File: src/rtl/imem_arbiter_pkg.sv
// Shared definitions for the instruction-memory arbiter: FSM encoding, the NOP
// returned on faulting fetches, and the word-range check used by both address ports.
package imem_arbiter_pkg;

  typedef enum logic [1:0] {
    StRun   = 2'd0,
    StLoad  = 2'd1,
    StDrain = 2'd2
  } arb_state_e;

  // addi x0, x0, 0
  localparam logic [31:0] NopInstr = 32'h0000_0013;

  // True when the word addressed by byte_addr lies beyond a memory of depth words.
  function automatic logic word_out_of_range(logic [63:0] byte_addr, int unsigned depth);
    return (byte_addr >> 2) >= 64'(depth);
  endfunction

endpackage

File: src/rtl/imem_arbiter_if.sv
// Bundle of the CPU fetch port, the loader port and the instruction RAM port.
// slave is the arbiter's view; master is the surrounding CPU/loader/RAM.
interface imem_arbiter_if #(
  parameter int unsigned INSTRUCTION_BITSIZE      = 32,
  parameter int unsigned INSTRUCTION_MEMORY_DEPTH = 256
);

  localparam int unsigned MemAddrWidth = $clog2(INSTRUCTION_MEMORY_DEPTH);

  logic                           load_mode;

  logic                           fetch_valid;
  logic                           fetch_ready;
  logic [INSTRUCTION_BITSIZE-1:0] fetch_addr;
  logic                           fetch_rsp_valid;
  logic [INSTRUCTION_BITSIZE-1:0] fetch_rsp_data;
  logic                           fetch_rsp_err;

  logic                           ld_valid;
  logic                           ld_ready;
  logic [INSTRUCTION_BITSIZE-1:0] ld_addr;
  logic [INSTRUCTION_BITSIZE-1:0] ld_wdata;
  logic                           ld_err;
  logic                           load_done;

  logic [MemAddrWidth-1:0]        mem_addr;
  logic                           mem_we;
  logic [INSTRUCTION_BITSIZE-1:0] mem_wdata;
  logic [INSTRUCTION_BITSIZE-1:0] mem_rdata;

  modport slave (
    input  load_mode,
    input  fetch_valid, fetch_addr,
    output fetch_ready, fetch_rsp_valid, fetch_rsp_data, fetch_rsp_err,
    input  ld_valid, ld_addr, ld_wdata,
    output ld_ready, ld_err, load_done,
    output mem_addr, mem_we, mem_wdata,
    input  mem_rdata
  );

  modport master (
    output load_mode,
    output fetch_valid, fetch_addr,
    input  fetch_ready, fetch_rsp_valid, fetch_rsp_data, fetch_rsp_err,
    output ld_valid, ld_addr, ld_wdata,
    input  ld_ready, ld_err, load_done,
    input  mem_addr, mem_we, mem_wdata,
    output mem_rdata
  );

endinterface

File: src/rtl/imem_addr_check.sv
// Combinational byte-address decode: word index plus misaligned / out-of-range flags.
module imem_addr_check
  import imem_arbiter_pkg::*;
#(
  parameter int unsigned AddrWidth = 32,
  parameter int unsigned Depth     = 256,
  localparam int unsigned IdxWidth = $clog2(Depth)
) (
  input  logic [AddrWidth-1:0] addr_i,
  output logic [IdxWidth-1:0]  word_idx_o,
  output logic                 misaligned_o,
  output logic                 out_of_range_o
);

  assign word_idx_o     = addr_i[IdxWidth+1:2];
  assign misaligned_o   = |addr_i[1:0];
  assign out_of_range_o = word_out_of_range(64'(addr_i), Depth);

endmodule

File: src/rtl/imem_arbiter.sv
// Shares one synchronous instruction RAM between CPU fetches and a loader session
// (RUN -> LOAD -> DRAIN -> RUN); faulting fetches return a NOP with an error flag.
module imem_arbiter
  import imem_arbiter_pkg::*;
#(
  parameter int unsigned INSTRUCTION_BITSIZE      = 32,
  parameter int unsigned INSTRUCTION_MEMORY_DEPTH = 256
) (
  input  logic           clk,
  input  logic           reset,
  imem_arbiter_if.slave  bus
);

  localparam int unsigned W  = INSTRUCTION_BITSIZE;
  localparam int unsigned Aw = $clog2(INSTRUCTION_MEMORY_DEPTH);

  arb_state_e    state_q, state_d;
  logic          rsp_valid_q;
  logic          rsp_err_q;
  logic          ld_err_q;
  logic [Aw-1:0] mem_addr_q, mem_addr_d;

  logic [Aw-1:0] fetch_idx, ld_idx;
  logic          fetch_mis, fetch_oor, ld_mis, ld_oor;
  logic          fetch_fire, fetch_bad, ld_fire, ld_bad;

  imem_addr_check #(
    .AddrWidth (W),
    .Depth     (INSTRUCTION_MEMORY_DEPTH)
  ) u_fetch_check (
    .addr_i         (bus.fetch_addr),
    .word_idx_o     (fetch_idx),
    .misaligned_o   (fetch_mis),
    .out_of_range_o (fetch_oor)
  );

  imem_addr_check #(
    .AddrWidth (W),
    .Depth     (INSTRUCTION_MEMORY_DEPTH)
  ) u_ld_check (
    .addr_i         (bus.ld_addr),
    .word_idx_o     (ld_idx),
    .misaligned_o   (ld_mis),
    .out_of_range_o (ld_oor)
  );

  // fetch_ready is low whenever load_mode is high, so no fetch can be in flight
  // across the RUN->LOAD edge; a response already returning this cycle completes.
  always_comb begin
    state_d         = state_q;
    bus.fetch_ready = 1'b0;
    bus.ld_ready    = 1'b0;
    unique case (state_q)
      StRun: begin
        bus.fetch_ready = !bus.load_mode && !reset;
        if (bus.load_mode) state_d = StLoad;
      end
      StLoad: begin
        // A write arriving as load_mode falls is not taken.
        bus.ld_ready = bus.load_mode && !reset;
        if (!bus.load_mode) state_d = StDrain;
      end
      StDrain: state_d = StRun;
      default: state_d = StRun;
    endcase
  end

  assign fetch_fire = bus.fetch_valid & bus.fetch_ready;
  assign fetch_bad  = fetch_mis | fetch_oor;
  assign ld_fire    = bus.ld_valid & bus.ld_ready;
  assign ld_bad     = ld_mis | ld_oor;

  // RAM address is held between accesses; faulting requests never touch it.
  always_comb begin
    mem_addr_d = mem_addr_q;
    bus.mem_we = 1'b0;
    if (ld_fire && !ld_bad) begin
      mem_addr_d = ld_idx;
      bus.mem_we = 1'b1;
    end else if (fetch_fire && !fetch_bad) begin
      mem_addr_d = fetch_idx;
    end
  end

  assign bus.mem_addr  = mem_addr_d;
  assign bus.mem_wdata = bus.ld_wdata;

  always_ff @(posedge clk) begin
    if (reset) begin
      state_q     <= StRun;
      rsp_valid_q <= 1'b0;
      rsp_err_q   <= 1'b0;
      ld_err_q    <= 1'b0;
      mem_addr_q  <= '0;
    end else begin
      state_q     <= state_d;
      rsp_valid_q <= fetch_fire;
      rsp_err_q   <= fetch_fire & fetch_bad;
      ld_err_q    <= ld_fire & ld_bad;
      mem_addr_q  <= mem_addr_d;
    end
  end

  // RAM data arrives one cycle after the address, aligned with rsp_valid_q.
  always_comb begin
    bus.fetch_rsp_data = '0;
    if (rsp_valid_q) begin
      bus.fetch_rsp_data = rsp_err_q ? W'(NopInstr) : bus.mem_rdata;
    end
  end

  assign bus.fetch_rsp_valid = rsp_valid_q;
  assign bus.fetch_rsp_err   = rsp_err_q;
  assign bus.ld_err          = ld_err_q;
  assign bus.load_done       = (state_q == StDrain);

  a_we_only_in_load : assert property (
    @(posedge clk) disable iff (reset) bus.mem_we |-> (state_q == StLoad));

  a_ports_exclusive : assert property (
    @(posedge clk) disable iff (reset) !(fetch_fire && ld_fire));

  a_drain_one_cycle : assert property (
    @(posedge clk) disable iff (reset) bus.load_done |=> (state_q == StRun));

endmodule

File: src/flat_wrapper.sv
// flat-port wrapper written by rule: the top's interface ports become plain ports
module imem_arbiter_flat import imem_arbiter_pkg::*;
#(
  parameter int unsigned INSTRUCTION_BITSIZE      = 32,
  parameter int unsigned INSTRUCTION_MEMORY_DEPTH = 256
)
  (clk, reset, bus_load_mode, bus_fetch_valid, bus_fetch_addr, bus_fetch_ready, bus_fetch_rsp_valid, bus_fetch_rsp_data, bus_fetch_rsp_err, bus_ld_valid, bus_ld_addr, bus_ld_wdata, bus_ld_ready, bus_ld_err, bus_load_done, bus_mem_addr, bus_mem_we, bus_mem_wdata, bus_mem_rdata);
  imem_arbiter_if #(.INSTRUCTION_BITSIZE(INSTRUCTION_BITSIZE), .INSTRUCTION_MEMORY_DEPTH(INSTRUCTION_MEMORY_DEPTH)) bus_i ();
  input  logic clk;
  input  logic reset;
  input wire logic [$bits(bus_i.load_mode)-1:0] bus_load_mode;
  input wire logic [$bits(bus_i.fetch_valid)-1:0] bus_fetch_valid;
  input wire logic [$bits(bus_i.fetch_addr)-1:0] bus_fetch_addr;
  output wire logic [$bits(bus_i.fetch_ready)-1:0] bus_fetch_ready;
  output wire logic [$bits(bus_i.fetch_rsp_valid)-1:0] bus_fetch_rsp_valid;
  output wire logic [$bits(bus_i.fetch_rsp_data)-1:0] bus_fetch_rsp_data;
  output wire logic [$bits(bus_i.fetch_rsp_err)-1:0] bus_fetch_rsp_err;
  input wire logic [$bits(bus_i.ld_valid)-1:0] bus_ld_valid;
  input wire logic [$bits(bus_i.ld_addr)-1:0] bus_ld_addr;
  input wire logic [$bits(bus_i.ld_wdata)-1:0] bus_ld_wdata;
  output wire logic [$bits(bus_i.ld_ready)-1:0] bus_ld_ready;
  output wire logic [$bits(bus_i.ld_err)-1:0] bus_ld_err;
  output wire logic [$bits(bus_i.load_done)-1:0] bus_load_done;
  output wire logic [$bits(bus_i.mem_addr)-1:0] bus_mem_addr;
  output wire logic [$bits(bus_i.mem_we)-1:0] bus_mem_we;
  output wire logic [$bits(bus_i.mem_wdata)-1:0] bus_mem_wdata;
  input wire logic [$bits(bus_i.mem_rdata)-1:0] bus_mem_rdata;
  assign bus_i.load_mode = bus_load_mode;
  assign bus_i.fetch_valid = bus_fetch_valid;
  assign bus_i.fetch_addr = bus_fetch_addr;
  assign bus_fetch_ready = bus_i.fetch_ready;
  assign bus_fetch_rsp_valid = bus_i.fetch_rsp_valid;
  assign bus_fetch_rsp_data = bus_i.fetch_rsp_data;
  assign bus_fetch_rsp_err = bus_i.fetch_rsp_err;
  assign bus_i.ld_valid = bus_ld_valid;
  assign bus_i.ld_addr = bus_ld_addr;
  assign bus_i.ld_wdata = bus_ld_wdata;
  assign bus_ld_ready = bus_i.ld_ready;
  assign bus_ld_err = bus_i.ld_err;
  assign bus_load_done = bus_i.load_done;
  assign bus_mem_addr = bus_i.mem_addr;
  assign bus_mem_we = bus_i.mem_we;
  assign bus_mem_wdata = bus_i.mem_wdata;
  assign bus_i.mem_rdata = bus_mem_rdata;
  imem_arbiter #(.INSTRUCTION_BITSIZE(INSTRUCTION_BITSIZE), .INSTRUCTION_MEMORY_DEPTH(INSTRUCTION_MEMORY_DEPTH)) u_core (.clk(clk), .reset(reset), .bus(bus_i));
endmodule
File: config.mk
export PLATFORM = sky130hd
export DESIGN_NAME = imem_arbiter_flat
export DESIGN_NICKNAME = d
export VERILOG_FILES = /design/src/rtl/imem_arbiter_pkg.sv /design/src/rtl/imem_arbiter_if.sv /design/src/rtl/imem_addr_check.sv /design/src/rtl/imem_arbiter.sv /design/src/flat_wrapper.sv
export SDC_FILE = /design/constraint.sdc
export NUM_CORES = 1
export LEC_CHECK = 0
export CORE_AREA = 2 2 81 83
export DETAILED_ROUTE_END_ITERATION = 8
export DIE_AREA = 0 0 83 85
export PLACE_DENSITY_LB_ADDON = 0.15
export REMOVE_ABC_BUFFERS = 1
export SETUP_SLACK_MARGIN = 0.02
export SLEW_MARGIN = 10
export SYNTH_ARGS = -nofsm -noshare
export SYNTH_HDL_FRONTEND = slang
export SYNTH_SLANG_ARGS = --single-unit
File: constraint.sdc
create_clock -name clk -period 3.4 [get_ports clk]
set_input_delay 0.68 -clock clk [delete_from_list [all_inputs] [get_ports clk]]
set_output_delay 0.68 -clock clk [all_outputs]
set_load 0.03 [all_outputs]
After elaboration in Yosys (flattened, before gate mapping)
Index checks and enable logic that the tools add are counted.
{"block": "totals", "ff_bits": 13, "in_bits": 133, "out_inout_bits": 79, "wordCells": 39}
{"block": "classes", "magnitude_cmp": 2, "eq_ne": 4, "n_mux": 10, "bitwise": 6, "n_reduce_logical": 12}
{"operator": "32-bit two-way mux", "count": 2}
{"operator": "30-bit by 9-bit >= comparator with 1-bit output, second input constant", "count": 2}
{"operator": "8-bit two-way mux", "count": 2}
{"operator": "1-bit bitwise AND", "count": 4}
{"operator": "1-bit logical AND", "count": 4}
{"operator": "1-bit logical NOT", "count": 4}
{"operator": "2-bit two-way mux", "count": 2}
{"operator": "2-bit != test, second input constant", "count": 2}
{"operator": "2-bit case mux with 2 select lines", "count": 1}
{"operator": "2-bit OR reduction", "count": 2}
{"operator": "1-bit two-way mux", "count": 3}
{"operator": "2-bit by 1-bit == test with 1-bit output, second input constant", "count": 1}
{"operator": "2-bit == test, second input constant", "count": 1}
{"operator": "2-bit logical NOT", "count": 1}
{"operator": "1-bit bitwise OR", "count": 2}
{"operator": "2-bit AND reduction", "count": 1}

Logic depth before layout (Yosys ltp)
{"block": "depth", "ltp_word": 7, "mapped_depth": 6, "depth_no_buf": 4}

Modules after synthesis
From an unflattened synthesis, not the netlist that was laid out.
{"block": "unflattened", "cells_unflattened": 173, "hier_area_um2": 1312.5}
{"module": "imem_arbiter", "instances": 1, "cells_each": 141, "area_each_um2": 1087.3, "seq_area_each_um2": 260.2}
{"module": "imem_addr_check", "instances": 2, "cells_each": 16, "area_each_um2": 112.6, "seq_area_each_um2": 0.0}

Worst setup path after synthesis
No wires, ideal clock.
{"block": "synth_timing", "path_kind": "input to output", "start": "input port reset", "end": "output port bus_mem_addr[6]", "arrival_time_ns": 2.417, "required_ns": 2.720, "setup_slack_ns": 0.303, "stages": 6, "path_buffers": 2, "cell_sequence": "and4bb_1 > nand2_1 > or3_1 > buf_6 > buf_8 > a31oi_1"}
{"block": "synth_via", "elab_chain_cells": 7, "elab_cells_between_ends": 11, "cone_classes": "4 x mux; 2 x bitwise; 5 x reduce/logical"}
{"item": "from (decl)", "line_no": "flat_wrapper.sv:10", "rtl": "input logic reset;"}
{"item": "1-bit logical NOT *", "line_no": "imem_arbiter.sv:55, imem_arbiter.sv:60"}
{"item": "1-bit logical AND", "line_no": "imem_arbiter.sv:55", "rtl": "bus.fetch_ready = !bus.load_mode && !reset;"}
{"item": "1-bit two-way mux", "line_no": "imem_arbiter.sv:53", "rtl": "unique case (state_q)"}
{"item": "1-bit bitwise AND", "line_no": "imem_arbiter.sv:68", "rtl": "assign fetch_fire = bus.fetch_valid & bus.fetch_ready;"}
{"item": "1-bit logical AND", "line_no": "imem_arbiter.sv:80", "rtl": "end else if (fetch_fire && !fetch_bad) begin"}
{"item": "8-bit two-way mux", "line_no": "imem_arbiter.sv:80"}
{"item": "8-bit two-way mux *", "line_no": "imem_arbiter.sv:77", "rtl": "if (ld_fire && !ld_bad) begin"}
{"item": "to (decl)", "line_no": "flat_wrapper.sv:24", "rtl": "output wire logic [$bits(bus_i.mem_addr)-1:0] bus_mem_addr;"}
Mark *: on every way between the ends. The rest lies on a longest branch, timed or not.

Worst setup path after layout
{"block": "layout_timing", "start": "input port bus_ld_addr[23]", "end": "output port bus_mem_addr[6]"}
{"block": "layout_via", "elab_chain_cells": 5}
{"item": "from (decl)", "line_no": "flat_wrapper.sv:19", "rtl": "input wire logic [$bits(bus_i.ld_addr)-1:0] bus_ld_addr;"}
{"item": "30-bit by 9-bit >= comparator with 1-bit output", "line_no": "imem_arbiter_pkg.sv:16", "rtl": "return (byte_addr >> 2) >= 64'(depth);"}
{"item": "1-bit bitwise OR", "line_no": "imem_arbiter.sv:71", "rtl": "assign ld_bad = ld_mis | ld_oor;"}
{"item": "1-bit logical NOT", "line_no": "imem_arbiter.sv:77"}
{"item": "1-bit logical AND", "line_no": "imem_arbiter.sv:77"}
{"item": "8-bit two-way mux", "line_no": "imem_arbiter.sv:77"}
Every way passes these cells.

==> flow_summary.toml <==
[status]
status = "finished, final reports clean"

[timing]
slew_viol_final = 0
finalSetupViolations = 0
worst_clock_skew_ps = 9.04
fmax_ghz = 0.311
worstMarginPinSlew_ps = 381
hold_viol_final = 0
rsz0062_at_grt = "false"
relSlewSlack_pct = 74.6
finalCritPeriodShare_pct = 94.5
setup_tns_ps = 0
finalCriticalPeriod_ps = 3210

[clock_tree]
postCtsSetupBuffers = 0
post_cts_resize_count = 0
htreeDepth = 1
cts_made_buffers = 3
hold_buffers = 0
cts.sinks = 13
cts_tree = "done"
clk_path_buf_depth = 2
clk_latency_ps = 250
clk_pin_slew_ps = 50
cts.root.buffer_cell = "clkbuf_8"

[synth]
synth.area.top_cells = "dfxtp_1 (20%), buf_4 (19%), and2_1 (15%)"
synthCells = 159
yosysSeqAreaShare_pct = 20.4
yosysWarnings = 0
synth_top_area_share_pct = 20.4
syn_area_mm2 = 0.00128
yosysTopAreaCell = "dfxtp_1"
ys_seq_elements = 13
syn_avg_cell_area_um2 = 8.04
synthDistinctLibCells = 27

[worst_setup_path]
worstPathCellList = "clkdlybuf4s50_1, nor4_2, nand4_1, or3_1, buf_4, a31oi_1, buf_4"
cp.required_ps = 2720
rr_worst_depth = 4
cp_common_cell = "buf_4"
cp_slowest_cell = "clkdlybuf4s50_1"
critical_path.max_stage_delay_ps = 410
crit_path_start_kind = "input pin"
end_kind = "output port"
critPathKind = "in -> out"
crit_fanout = 16
critical_path_arrival_ps = 2530

[grt]
grt_overflow = 0
grt_first_pass_wirelength_um = 9230
antenna_found_initial = 0
grt_max_degree = 30
grt.total_usage_pct = 17.1
first_global_vias = 1614

[detailed_routing]
wl_per_cell_um = 18.0
first_iter_violations = 50
routed_wl_um = 6360
drt-pass1-iter-count = 4
vias_per_cell = 4.74
ant_nets = 0
drc = 0
via_count = 1673

[flow_run]
drv_cap = 0

[floorplan]
rows = 29
core_mm2 = 0.00620
die-area_mm2 = 0.00706
initial_utilization_pct = 20.6
die_w_um = 83
die_h_um = 85
pin_count = 212

[finish]
antennaDiodeCount = 0
nFillCells = 633
fin_nets = 410
instances_no_fill = 353
area.growth.synth_to_final_pct = 105
drive_gt1_share_pct = 11.2
fin_util_pct = 42.3

[placement]
gp_congestion = 0.759
post-place-cells = 349
numPortBuffers = 147
dp_hpwl_um = 5500

[power_and_ir_drop]
power_density_mw_per_mm2 = 184
peakVddDrop_mv = 0.131
leakagePower_nw = 0.913

[min_path]
min_path_type = "reg -> reg"
holdPathStages = 1
## critical path, delay by kind of cell
kind / cells / cell delay (ps)
buf+inv: 3 / 800
compound gates: 1 / 190
simple gates: 3 / 860
## per-layer routing
layer	up-vias	wire, µm	GRT usage [%]
met5	-	51	7.69
li1	788	-	-
met4	2	97	4.32
met1	727	2270	17.4
met2	150	3000	28.7
met3	6	942	11.1
## registers in the layout, summed over array words and instances, names as in the netlist
signal                      flops
u_core.state_q                  2
u_core.bus.fetch_rsp_valid      1
u_core.mem_addr_q               8
u_core.bus.fetch_rsp_err        1
u_core.bus.ld_err               1
## cell type report
cell class | instances | area (µm²) | area share (%)
Timing Repair Buffer | 155 | 1510 | 57.5
Multi-Input combinational cell | 104 | 713 | 27.2
Sequential cell | 13 | 260 | 9.91
Tap cell | 77 | 96.3 | 3.67
Clock buffer | 3 | 41.3 | 1.57
Clock inverter | 1 | 5.00 | 0.191
## metrics by stage
| step | power [mW] | instance area (µm²) | hold WS [ps] | worst slack (ps) |
|---|---|---|---|---|
| after floorplan | 0.199 | 972 | 464 | 210 |
| after global placement | 0.346 | 2580 | 494 | 164 |
| after detailed placement | 0.346 | 2580 | 503 | 164 |
| after CTS | 0.488 | 2620 | 506 | 153 |
| after global routing | 0.506 | 2630 | 535 | 40.9 |
| final | 0.483 | 2630 | 504 | 187 |
## synth_stat cells
| library cell | n |
|---|---|
| nor2b_1 | 2 |
| and4_1 | 1 |
| o21a_1 | 3 |
| nor4_1 | 6 |
| nand4_1 | 12 |
| clkbuf_1 | 4 |
| a31oi_1 | 8 |
| a311oi_2 | 2 |
| and4bb_1 | 1 |
| dfxtp_1 | 13 |
| buf_2 | 1 |
| nor4b_1 | 1 |
| or3_1 | 1 |
| buf_6 | 1 |
| a311oi_1 | 6 |
| o21ai_1 | 8 |
| buf_1 | 1 |
| nor4_2 | 7 |
| nor2_1 | 3 |
| nor3_1 | 8 |
| nor3b_1 | 1 |
| dlygate4sd1_1 | 1 |
| buf_4 | 33 |
| nand2_1 | 2 |
| and2_1 | 31 |
| buf_8 | 1 |
| a21boi_1 | 1 |
## cell families after synthesis
family	count (synthesis)	share of synthesized area, %
buf+inv	42	24.0
flops	13	20.4
compound gates	28	15.9
simple gates	76	39.8
## cell usage in the layout (no fill, tap or decap), drive strengths merged, types with 2 or more instances in the layout
master / instances
nor2: 3
and2: 31
clkdlybuf4s50: 138
o21ai: 8
clkbuf: 3
nand2: 2
a311oi: 8
nor4: 13
o21a: 3
buf: 17
nand4: 12
nor3: 8
dfxtp: 13
a31oi: 8
nor2b: 2
## worst paths after layout
path / from / endpoint / slack, ps
worst max-delay path: bus_ld_addr[23] / bus_mem_addr[6] / 190
worst min-delay path: u_core.state_q[1] / u_core.state_q[0] / 500
worst max register to register: u_core.state_q[1] / u_core.mem_addr_q[4] / 1780
worst min register to register: u_core.state_q[1] / u_core.state_q[0] / 500
## where the power goes
group	leakage [nW]	internal [mW]	switching, mW
combinational	0.782	0.129	0.0564
clock	0.0255	0.0809	0.0596
sequential	0.105	0.154	0.00226
total	0.913	0.365	0.118
Note: power is estimated with default switching activity, not from simulation.
